## src/rtl/io_irq_timer_pkg.sv

```systemverilog
// Shared definitions for the j1 IO-bus timer / interrupt block.
// Holds the register offsets within the 16-word IO window, the CTRL bit
// positions, and where each interrupt source lands in PENDING/MASK/int_rqst.
package io_irq_timer_pkg;

  // Register offsets (io_addr[3:0])
  localparam logic [3:0] OFS_T0_RELOAD = 4'h0;
  localparam logic [3:0] OFS_T0_COUNT  = 4'h1;
  localparam logic [3:0] OFS_T0_CTRL   = 4'h2;
  localparam logic [3:0] OFS_T1_RELOAD = 4'h4;
  localparam logic [3:0] OFS_T1_COUNT  = 4'h5;
  localparam logic [3:0] OFS_T1_CTRL   = 4'h6;
  localparam logic [3:0] OFS_PENDING   = 4'h8;
  localparam logic [3:0] OFS_MASK      = 4'h9;
  localparam logic [3:0] OFS_SET       = 4'hA;
  localparam logic [3:0] OFS_SRC       = 4'hB;

  // CTRL register layout
  localparam int CTRL_EN      = 0;
  localparam int CTRL_ONESHOT = 1;
  localparam int CTRL_W       = 2;

  // Interrupt bit assignment; bit 7 is the highest priority at the core
  localparam int IRQ_T0      = 7;
  localparam int IRQ_T1      = 6;
  localparam int IRQ_EXT_LSB = 0;
  localparam int EXT_W       = 6;

  // CTRL is narrower than the bus; upper bits always read as zero
  function automatic logic [15:0] ctrl_word(input logic [CTRL_W-1:0] c);
    return {{(16-CTRL_W){1'b0}}, c};
  endfunction

endpackage

```

## src/rtl/io_timer16.sv

```systemverilog
// One 16-bit down-count timer with reload and one-shot support.
// Ports:
//   clk, reset      system clock, synchronous active-high reset
//   tick            shared prescaler tick (one cycle wide)
//   wdata           IO write data
//   reload_wr       write strobe for RELOAD
//   count_wr        write strobe for COUNT
//   ctrl_wr         write strobe for CTRL (EN, ONESHOT)
//   reload, count   current register values for readback
//   ctrl            current CTRL bits for readback
//   expire          one-cycle pulse when the count expires on a tick
module io_timer16
  import io_irq_timer_pkg::*;
(
  input  logic              clk,
  input  logic              reset,
  input  logic              tick,
  input  logic [15:0]       wdata,
  input  logic              reload_wr,
  input  logic              count_wr,
  input  logic              ctrl_wr,
  output logic [15:0]       reload,
  output logic [15:0]       count,
  output logic [CTRL_W-1:0] ctrl,
  output logic              expire
);

  // A software write to COUNT in a tick cycle takes precedence, so it also
  // suppresses the expiry that the old zero count would have produced.
  assign expire = tick && ctrl[CTRL_EN] && !count_wr && (count == 16'h0000);

  // Expiry reloads from the RELOAD value held before any same-cycle write.
  // A CTRL write overrides the one-shot auto-disable.
  always_ff @(posedge clk) begin
    if (reset) begin
      reload <= 16'h0000;
      count  <= 16'h0000;
      ctrl   <= '0;
    end else begin
      if (reload_wr) begin
        reload <= wdata;
      end
      if (count_wr) begin
        count <= wdata;
      end else if (tick && ctrl[CTRL_EN]) begin
        count <= (count == 16'h0000) ? reload : count - 16'd1;
      end
      if (ctrl_wr) begin
        ctrl <= wdata[CTRL_W-1:0];
      end else if (expire && ctrl[CTRL_ONESHOT]) begin
        ctrl[CTRL_EN] <= 1'b0;
      end
    end
  end

endmodule

```

## src/rtl/io_irq_timer.sv

```systemverilog
// IO-bus responder for the j1 core: two 16-bit timers sharing a prescaler
// plus an 8-source interrupt pending/mask unit.
// Ports:
//   clk, reset   system clock, synchronous active-high reset
//   io_rd        one-cycle read strobe
//   io_wr        one-cycle write strobe (wins if it coincides with io_rd)
//   io_addr      IO address; block selected when io_addr[15:4] == BASE[15:4]
//   io_wdata     write data
//   io_rdata     registered read data, held until the next selected read
//   ext_irq      external event lines, synchronous to clk
//   int_rqst     registered PENDING & MASK
module io_irq_timer
  import io_irq_timer_pkg::*;
#(
  parameter logic [15:0] BASE     = 16'h0040,
  parameter int          PRESC_W  = 8,
  parameter int          EXT_EDGE = 1
) (
  input  logic             clk,
  input  logic             reset,
  input  logic             io_rd,
  input  logic             io_wr,
  input  logic [15:0]      io_addr,
  input  logic [15:0]      io_wdata,
  output logic [15:0]      io_rdata,
  input  logic [EXT_W-1:0] ext_irq,
  output logic [7:0]       int_rqst
);

  localparam logic [PRESC_W-1:0] PRESC_ONE = 1;

  logic               sel;
  logic               wr_en;
  logic               rd_en;
  logic [3:0]         ofs;
  logic [PRESC_W-1:0] presc;
  logic               tick;
  logic [EXT_W-1:0]   ext_prev;
  logic [EXT_W-1:0]   ext_hit;
  logic [7:0]         pending;
  logic [7:0]         mask;
  logic [7:0]         set_bits;
  logic [7:0]         clr_bits;
  logic [15:0]        rdata_next;
  logic [15:0]        t0_reload, t0_count, t1_reload, t1_count;
  logic [CTRL_W-1:0]  t0_ctrl, t1_ctrl;
  logic               t0_expire, t1_expire;

  assign sel   = (io_addr[15:4] == BASE[15:4]);
  assign ofs   = io_addr[3:0];
  assign wr_en = io_wr && sel;
  assign rd_en = io_rd && sel && !io_wr;
  assign tick  = &presc;

  // Edge mode keeps one cycle of history so a held-high line latches once.
  assign ext_hit = (EXT_EDGE != 0) ? (ext_irq & ~ext_prev) : ext_irq;

  io_timer16 u_timer0 (
    .clk       (clk),
    .reset     (reset),
    .tick      (tick),
    .wdata     (io_wdata),
    .reload_wr (wr_en && (ofs == OFS_T0_RELOAD)),
    .count_wr  (wr_en && (ofs == OFS_T0_COUNT)),
    .ctrl_wr   (wr_en && (ofs == OFS_T0_CTRL)),
    .reload    (t0_reload),
    .count     (t0_count),
    .ctrl      (t0_ctrl),
    .expire    (t0_expire)
  );

  io_timer16 u_timer1 (
    .clk       (clk),
    .reset     (reset),
    .tick      (tick),
    .wdata     (io_wdata),
    .reload_wr (wr_en && (ofs == OFS_T1_RELOAD)),
    .count_wr  (wr_en && (ofs == OFS_T1_COUNT)),
    .ctrl_wr   (wr_en && (ofs == OFS_T1_CTRL)),
    .reload    (t1_reload),
    .count     (t1_count),
    .ctrl      (t1_ctrl),
    .expire    (t1_expire)
  );

  // Collect all set and clear requests for PENDING in this cycle
  always_comb begin
    set_bits = 8'h00;
    set_bits[IRQ_T0] = t0_expire;
    set_bits[IRQ_T1] = t1_expire;
    set_bits[IRQ_EXT_LSB +: EXT_W] = ext_hit;
    if (wr_en && (ofs == OFS_SET)) begin
      set_bits = set_bits | io_wdata[7:0];
    end
    clr_bits = (wr_en && (ofs == OFS_PENDING)) ? io_wdata[7:0] : 8'h00;
  end

  // Read multiplexer; unmapped offsets and write-only SET read as zero
  always_comb begin
    rdata_next = 16'h0000;
    case (ofs)
      OFS_T0_RELOAD: rdata_next = t0_reload;
      OFS_T0_COUNT:  rdata_next = t0_count;
      OFS_T0_CTRL:   rdata_next = ctrl_word(t0_ctrl);
      OFS_T1_RELOAD: rdata_next = t1_reload;
      OFS_T1_COUNT:  rdata_next = t1_count;
      OFS_T1_CTRL:   rdata_next = ctrl_word(t1_ctrl);
      OFS_PENDING:   rdata_next = {8'h00, pending};
      OFS_MASK:      rdata_next = {8'h00, mask};
      OFS_SRC:       rdata_next = {{(16-EXT_W){1'b0}}, ext_irq};
      default:       rdata_next = 16'h0000;
    endcase
  end

  // Set requests are applied after clears so a colliding set keeps the bit.
  // int_rqst samples the registers as they stood, giving one cycle of lag.
  always_ff @(posedge clk) begin
    if (reset) begin
      presc    <= '0;
      ext_prev <= '0;
      pending  <= 8'h00;
      mask     <= 8'h00;
      int_rqst <= 8'h00;
      io_rdata <= 16'h0000;
    end else begin
      presc    <= presc + PRESC_ONE;
      ext_prev <= ext_irq;
      pending  <= (pending & ~clr_bits) | set_bits;
      int_rqst <= pending & mask;
      if (wr_en && (ofs == OFS_MASK)) begin
        mask <= io_wdata[7:0];
      end
      if (rd_en) begin
        io_rdata <= rdata_next;
      end
    end
  end

endmodule

```

## config.mk

```make
export PLATFORM = sky130hd
export DESIGN_NAME = io_irq_timer
export DESIGN_NICKNAME = d
export VERILOG_FILES = /design/src/rtl/io_irq_timer_pkg.sv /design/src/rtl/io_timer16.sv /design/src/rtl/io_irq_timer.sv
export SDC_FILE = /design/constraint.sdc
export NUM_CORES = 1
export LEC_CHECK = 0
export CAP_MARGIN = 20
export CORE_ASPECT_RATIO = 0.9
export CORE_MARGIN = 3
export CORE_UTILIZATION = 52
export DETAILED_ROUTE_END_ITERATION = 10
export PLACE_DENSITY_LB_ADDON = 0.05
export SYNTH_ARGS = -nofsm -noshare
export SYNTH_HDL_FRONTEND = slang
export SYNTH_HIERARCHICAL = 1
export SYNTH_SLANG_ARGS = --single-unit
```

## constraint.sdc

```tcl
create_clock -name clk -period 2.4 [get_ports clk]
set_clock_uncertainty 0.05 [all_clocks]
set_input_delay 0.36 -clock clk [delete_from_list [all_inputs] [get_ports clk]]
set_output_delay 0.36 -clock clk [all_outputs]
set_load 0.02 [all_outputs]
```

* After elaboration in Yosys (flattened, before gate mapping)
Cells that the tools add are included.
** Word-level totals
- Flip-flop bits (word level) :: 122
- Input bits :: 42
- Output and inout bits :: 24
- Word-level logic and storage cells :: 78
** Operators by class
- $add $sub $neg :: 3
- Equality and inequality tests :: 10
- Multiplexer cells :: 13
- Bitwise logic cells :: 7
- Reductions and logical operators :: 31
** Operators with widths (count)
- 16-bit one-hot mux with 9 select lines :: 1
- 16-bit two-way mux :: 6
- 16-bit zero test :: 2
- 16-bit by 1-bit subtractor with 16-bit output, second input constant :: 2
- 1-bit logical AND :: 20
- 8-bit AND :: 2
- 4-bit == test, second input constant :: 4
- 8-bit two-way mux :: 2
- 8-bit OR :: 2
- 12-bit by 3-bit == test with 1-bit output, second input constant :: 1
- 4-bit by 3-bit == test with 1-bit output, second input constant :: 3
- 8-bit by 1-bit adder with 8-bit output, second input constant :: 1
- 8-bit NOT :: 1
- 8-bit AND reduction :: 1
- 2-bit nonzero test :: 4
- 6-bit AND :: 1
- 6-bit NOT :: 1
- 4-bit by 1-bit == test with 1-bit output, second input constant :: 1
- 4-bit by 2-bit == test with 1-bit output, second input constant :: 1
- 4-bit zero test :: 1
- 1-bit two-way mux :: 4
- 1-bit zero test :: 3

* Logic depth before layout (Yosys ltp)
- Depth in word-level cells :: 9
- Gate-level depth with buffers :: 10
- Gate-level depth less buffers :: 8

* Hierarchy
Netlist, hierarchy kept.
** Modules (own cells, without submodules)
- io_timer16 :: instances 2, cells an instance 239, area each 1968.1 µm², seq. area each 680.7 µm²
- io_irq_timer :: instances 1, cells an instance 333, area each 2956.6 µm², seq. area each 1081.0 µm²

* Worst setup path before layout
OpenSTA, ideal clock, no wires.
- Kind :: input port to flip-flop
- From :: input io_addr[0]
- To :: register u_timer0.count[10]
- Library setup time :: 0.092 ns
- Arrival time :: 2.193 ns
- Data required time :: 2.258 ns
- Setup slack :: 0.065 ns
- Cell stages on the path :: 10
- Path buffers :: 6
- Cells stage by stage :: buf_4 > buf_4 > buf_2 > nand2_1 > nor2_1 > clkbuf_1 > or3_1 > clkbuf_1 > buf_2 > o32ai_1
** On the way
- Longest elaborated chain between the ends :: 3
- Elaborated cells between the ends (all ways) :: 4
- Classes of those cells :: eq/ne: 1; mux: 1; reduce/logical: 2
** RTL lines
- from (decl) :: RTL line io_irq_timer.sv:23 : input logic [15:0] io_addr,
- 4-bit by 1-bit == test with 1-bit output * :: RTL line io_irq_timer.sv:64 : .count_wr (wr_en && (ofs == OFS_T0_COUNT)),
- 1-bit logical AND * :: RTL line io_irq_timer.sv:64
- 16-bit two-way mux / 2-bit nonzero test (equally long branches)
- to (signal assigned) :: RTL line io_timer16.sv:44 : count <= wdata;
- to (signal assigned) :: RTL line io_timer16.sv:46 : count <= (count == 16'h0000) ? reload : count - 16'd1;
- to (decl) :: RTL line io_timer16.sv:23 : output logic [15:0] count,
Mark *: on every way between the ends. The rest lies on a longest branch, timed or not.
A chain may end at the register's enable or synchronous reset.

* Final worst setup path
- From :: input io_addr[5]
- To :: register u_timer1.reload[2]
** On the way
- Longest elaborated chain between the ends :: 3
** RTL lines
- 12-bit by 3-bit == test with 1-bit output :: RTL line io_irq_timer.sv:49 : assign sel = (io_addr[15:4] == BASE[15:4]);
- 1-bit logical AND :: RTL line io_irq_timer.sv:51 : assign wr_en = io_wr && sel;
- 1-bit logical AND :: RTL line io_irq_timer.sv:77 : .reload_wr (wr_en && (ofs == OFS_T1_RELOAD)),
- to (signal assigned) :: RTL line io_timer16.sv:41 : reload <= wdata;
- to (decl) :: RTL line io_timer16.sv:22 : output logic [15:0] reload,
No other way between the ends.

==> results by group <==
Placement
  • Gp weighted congestion: 0.968
  • Placed cell count: 1024
  • Detail Placement HPWL: around 15000 um
  • Placed cell area: 7860 um2
  • # port buffers: 65

Finish
  • Design area: 8420 um2
  • Layout cells sized above 1: 15.0%
  • Post-route insts no fill: 1056
  • Layout area overhead: 22.2%
  • Nets: approximately 930
  • Multi-input logic area: slightly above 4000 um2
  • Filler instances: ~1100
  • Sequential cell area: approximately 2400 um2
  • N_diodes: 0

Setup path
  • Crit Path Category: in2reg
  • Worst path slowest cell: clkdlybuf4s50_1
  • Worst EP arrival: roughly 2400 ps
  • Critical path's top delay family: simple AND/OR/NAND/NOR gates
  • Critical Path End Type: register
  • Crit path required time: 2620 ps
  • Worst Path Buf+Inv: 3
  • CP Cell Sequence: clkdlybuf4s50_1 -> nor4b_4 -> and2_1 -> nand4_1 -> buf_4 -> nor3_2 -> buf_12 -> mux2i_1 -> nor2_1
  • CP Max Fanout: 16
  • CP max stage delay: around 440 ps
  • Startpoint types: primary input

Pwr
  • Power density cells: ~570 nW/um2
  • Int Power: approximately 3.6 mW
  • Maximum vdd drop: approximately 0.48 mV
  • Leakage: ~2.9 nW
  • Sw frac: 25.0%
  • Sw Pwr: between 1 and 1.5 mW
  • Sequential Power Share: between 40% and 50%
  • Comb pwr share: under 10%
  • Clock network fraction of design power: a little over 50%

Synthesis
  • Synth Flop Type: dfxtp_1
  • Ys async rst share: 0%
  • Ys Warns: 6
  • Sequential element share of the synthesized area: between 30% and 40%
  • Post-synth EDFFs: 0
  • Simple logic cell fraction of the synthesized area: a little over a quarter
  • Post-synthesis cell area: between 6000 and 7000 um2
  • Yosys reg bits: between 100 and 150
  • Net Count, Synth: between 800 and 900
  • Mapped Cells: about 810
  • Adder-Cell Fraction of Synth Area: less than 1%
  • Syn Area/Cell: between 8 and 9 um2
  • Compound-Gate Fraction of Synth Area: between 10% and 20%
  • Synth cell types: 64
  • Multiplexer area fraction after synthesis: between 10% and 20%
  • Main combinational cell family by area after synthesis: simple AND/OR/NAND/NOR gates
  • Xor/xnor cell area share of the yosys netlist: 2.80%

Routing
  • Wire length per cell: approximately 20 um
  • Drt drc: 0
  • Post-Route WL: about 21000 um
  • Vias per cell: a little over 6
  • DR vias: between 6000 and 7000
  • Iteration-0 DRC Markers: 688
  • TritonRoute pass-1 iters: 5
  • Final ANT Viol Nets: 0

Min path
  • HP Class: in2reg

Global routing
  • GRT Util Overall: between 20 and 30%
  • First-pass GRT wire length: about 33000 um
  • Total gr overflow: 0
  • Vias in the first global route: 5956
  • Initial antenna violation count: 0
  • Largest net degree at the start of global routing: 70

Clock tree
  • Post-CTS sizing: 0
  • CTS tree: built
  • Root Driver: clkbuf_16
  • Hold-fix buffers, CTS: 0
  • Clk sinks: ~120
  • Post-CTS setup buffer count: 0
  • H-tree depth: 4
  • Clock Tree Buf Depth: 2
  • Clk slew on worst S/H paths: roughly 60 ps
  • CTS buffer count: 17
  • Worst-skew pair later-pin latency: 420 ps

Die
  • Die height: 115 um
  • Starting Density: 53.7%
  • Core area: about 13000 um2
  • Die W: between 100 and 150 um
  • Cell row count: 39
  • Full die area: roughly 15000 um2
  • Top Ports: 66

Timing
  • RSZ-0062 raised after global routing: no
  • Post-route minimum period: 2220 ps
  • Final Hold Fails: 0
  • Setup violators final: 0
  • Headroom to the max-slew limit: approximately half
  • Peak Freq: 450 MHz
  • Final Slew Violations: 0
  • Worst-Margin Slew: between 700 and 800 ps
  • Final Cycle Share: just over 90%

Job
  • Max-cap violations: 0

Status
  • Outcome: completed
-- power by group through the flow --
stage          logic, mW  clock network [mW]  registers, mW
2_1_floorplan      0.142                   0           2.09
3_3_place_gp       0.294                   0           2.10
3_5_place_dp       0.297                   0           2.10
4_1_cts            0.300                2.50           2.05
5_1_grt            0.323                2.57           2.05
6_report           0.304                2.46           2.05
-- per-layer routing --
layer  share of wire (%)  up-vias  global-route usage, %
met5                   0        -                      0
met4                 2.1        0                   9.72
met3                 7.8       24                   6.08
met2                  43      276                   42.4
met1                  47     3153                   42.4
li1                    -     3053                      -
-- per-stage QoR --
| step | hold WS (ps) | worst slack, ps | power (mW) | setup TNS [ps] | util [%] |
|---|---|---|---|---|---|
| global placement | 377 | -143 | 2.39 | -3900 | 61.2 |
| detailed placement | 388 | -198 | 2.40 | -7020 | 61.2 |
| CTS | 239 | 201 | 4.85 | 0 | 65.6 |
| finish | 252 | 178 | 4.82 | 0 | 65.6 |
| floorplan | 367 | 64.5 | 2.24 | 0 | - |
| global route | 256 | 57.9 | 4.95 | 0 | 65.6 |
-- cells in the final DEF (no fill, tap or decap), types with 5 or more instances in the layout --
| master | n |
|---|---|
| clkdlybuf4s50_1 | 63 |
| nand3_1 | 35 |
| dfxtp_1 | 122 |
| nand2b_1 | 10 |
| o21ai_0 | 31 |
| a21oi_1 | 71 |
| o32ai_2 | 16 |
| nand4_1 | 6 |
| a31oi_1 | 10 |
| o22ai_1 | 7 |
| nand2_1 | 79 |
| inv_6 | 6 |
| or3_1 | 7 |
| inv_1 | 11 |
| o32ai_1 | 8 |
| and2_1 | 5 |
| buf_4 | 39 |
| o31a_1 | 6 |
| xnor2_1 | 19 |
| nor4_4 | 6 |
| nor3_1 | 11 |
| o21ai_1 | 8 |
| nand3b_1 | 9 |
| nor4_1 | 8 |
| clkbuf_16 | 17 |
| ha_1 | 5 |
| mux4_2 | 11 |
| nor2_1 | 128 |
| buf_12 | 7 |
| nor2b_1 | 14 |
| mux2i_1 | 41 |
-- path summary, 6_finish.rpt --
kind                              to  depth (start not counted)               from  slack [ps]
setup / recovery  u_timer1/reload[2]                          9         io_addr[5]         180
hold / removal           int_rqst[6]                          2              reset         250
setup reg to reg   u_timer0/count[8]                          7  u_timer0/count[1]         260
hold reg to reg          int_rqst[5]                          2            mask[5]         400
-- cell type report --
| cell class | count | area share [%] |
|---|---|---|
| Sequential cell | 122 | 29.0 |
| Clock buffer | 18 | 5.10 |
| Multi-Input combinational cell | 617 | 48.7 |
| Tap cell | 164 | 2.44 |
| Timing Repair Buffer | 110 | 12.7 |
| Inverter | 11 | 0.490 |
| Clock inverter | 14 | 1.62 |
-- kinds of logic (layout without fill, tap and decap cells) --
logic type / count (synthesis) / count (layout)
AND/OR/NAND/NOR: 355 / 355
buffers and inverters: 72 / 153
XOR/XNOR: 22 / 22
flip-flops: 122 / 122
AO/OA/AOI/OAI: 180 / 180
multiplexers: 55 / 55
adder cells (fa/ha/maj): 5 / 5
-- synth_stat cells (9+ instances only) --
master,count,share of area (%)
nor2_1,130,7.1
xnor2_1,19,2.4
a31oi_1,10,0.91
mux4_2,11,3.6
nand3b_1,9,0.98
nor3_1,13,0.94
inv_1,11,0.60
nand3_1,35,2.5
o32ai_2,16,3.8
dfxtp_1,122,35
buf_2,19,1.4
o21ai_0,31,2.3
clkbuf_1,28,1.5
a21oi_1,71,5.2
nor2b_1,14,1.3
nand2_1,79,4.3
mux2i_1,41,6.0
nand2b_1,10,0.91
-- registers in the layout, indices dropped and copies added, names as in the netlist --
name	flops
io_rdata	16
u_timer0/count	16
u_timer1/reload	16
u_timer0/reload	16
mask	8
presc	8
u_timer1/ctrl	2
ext_prev	6
int_rqst	8
u_timer0/ctrl	2
u_timer1/count	16
pending	8
Note: power is estimated with default switching activity, not from simulation.
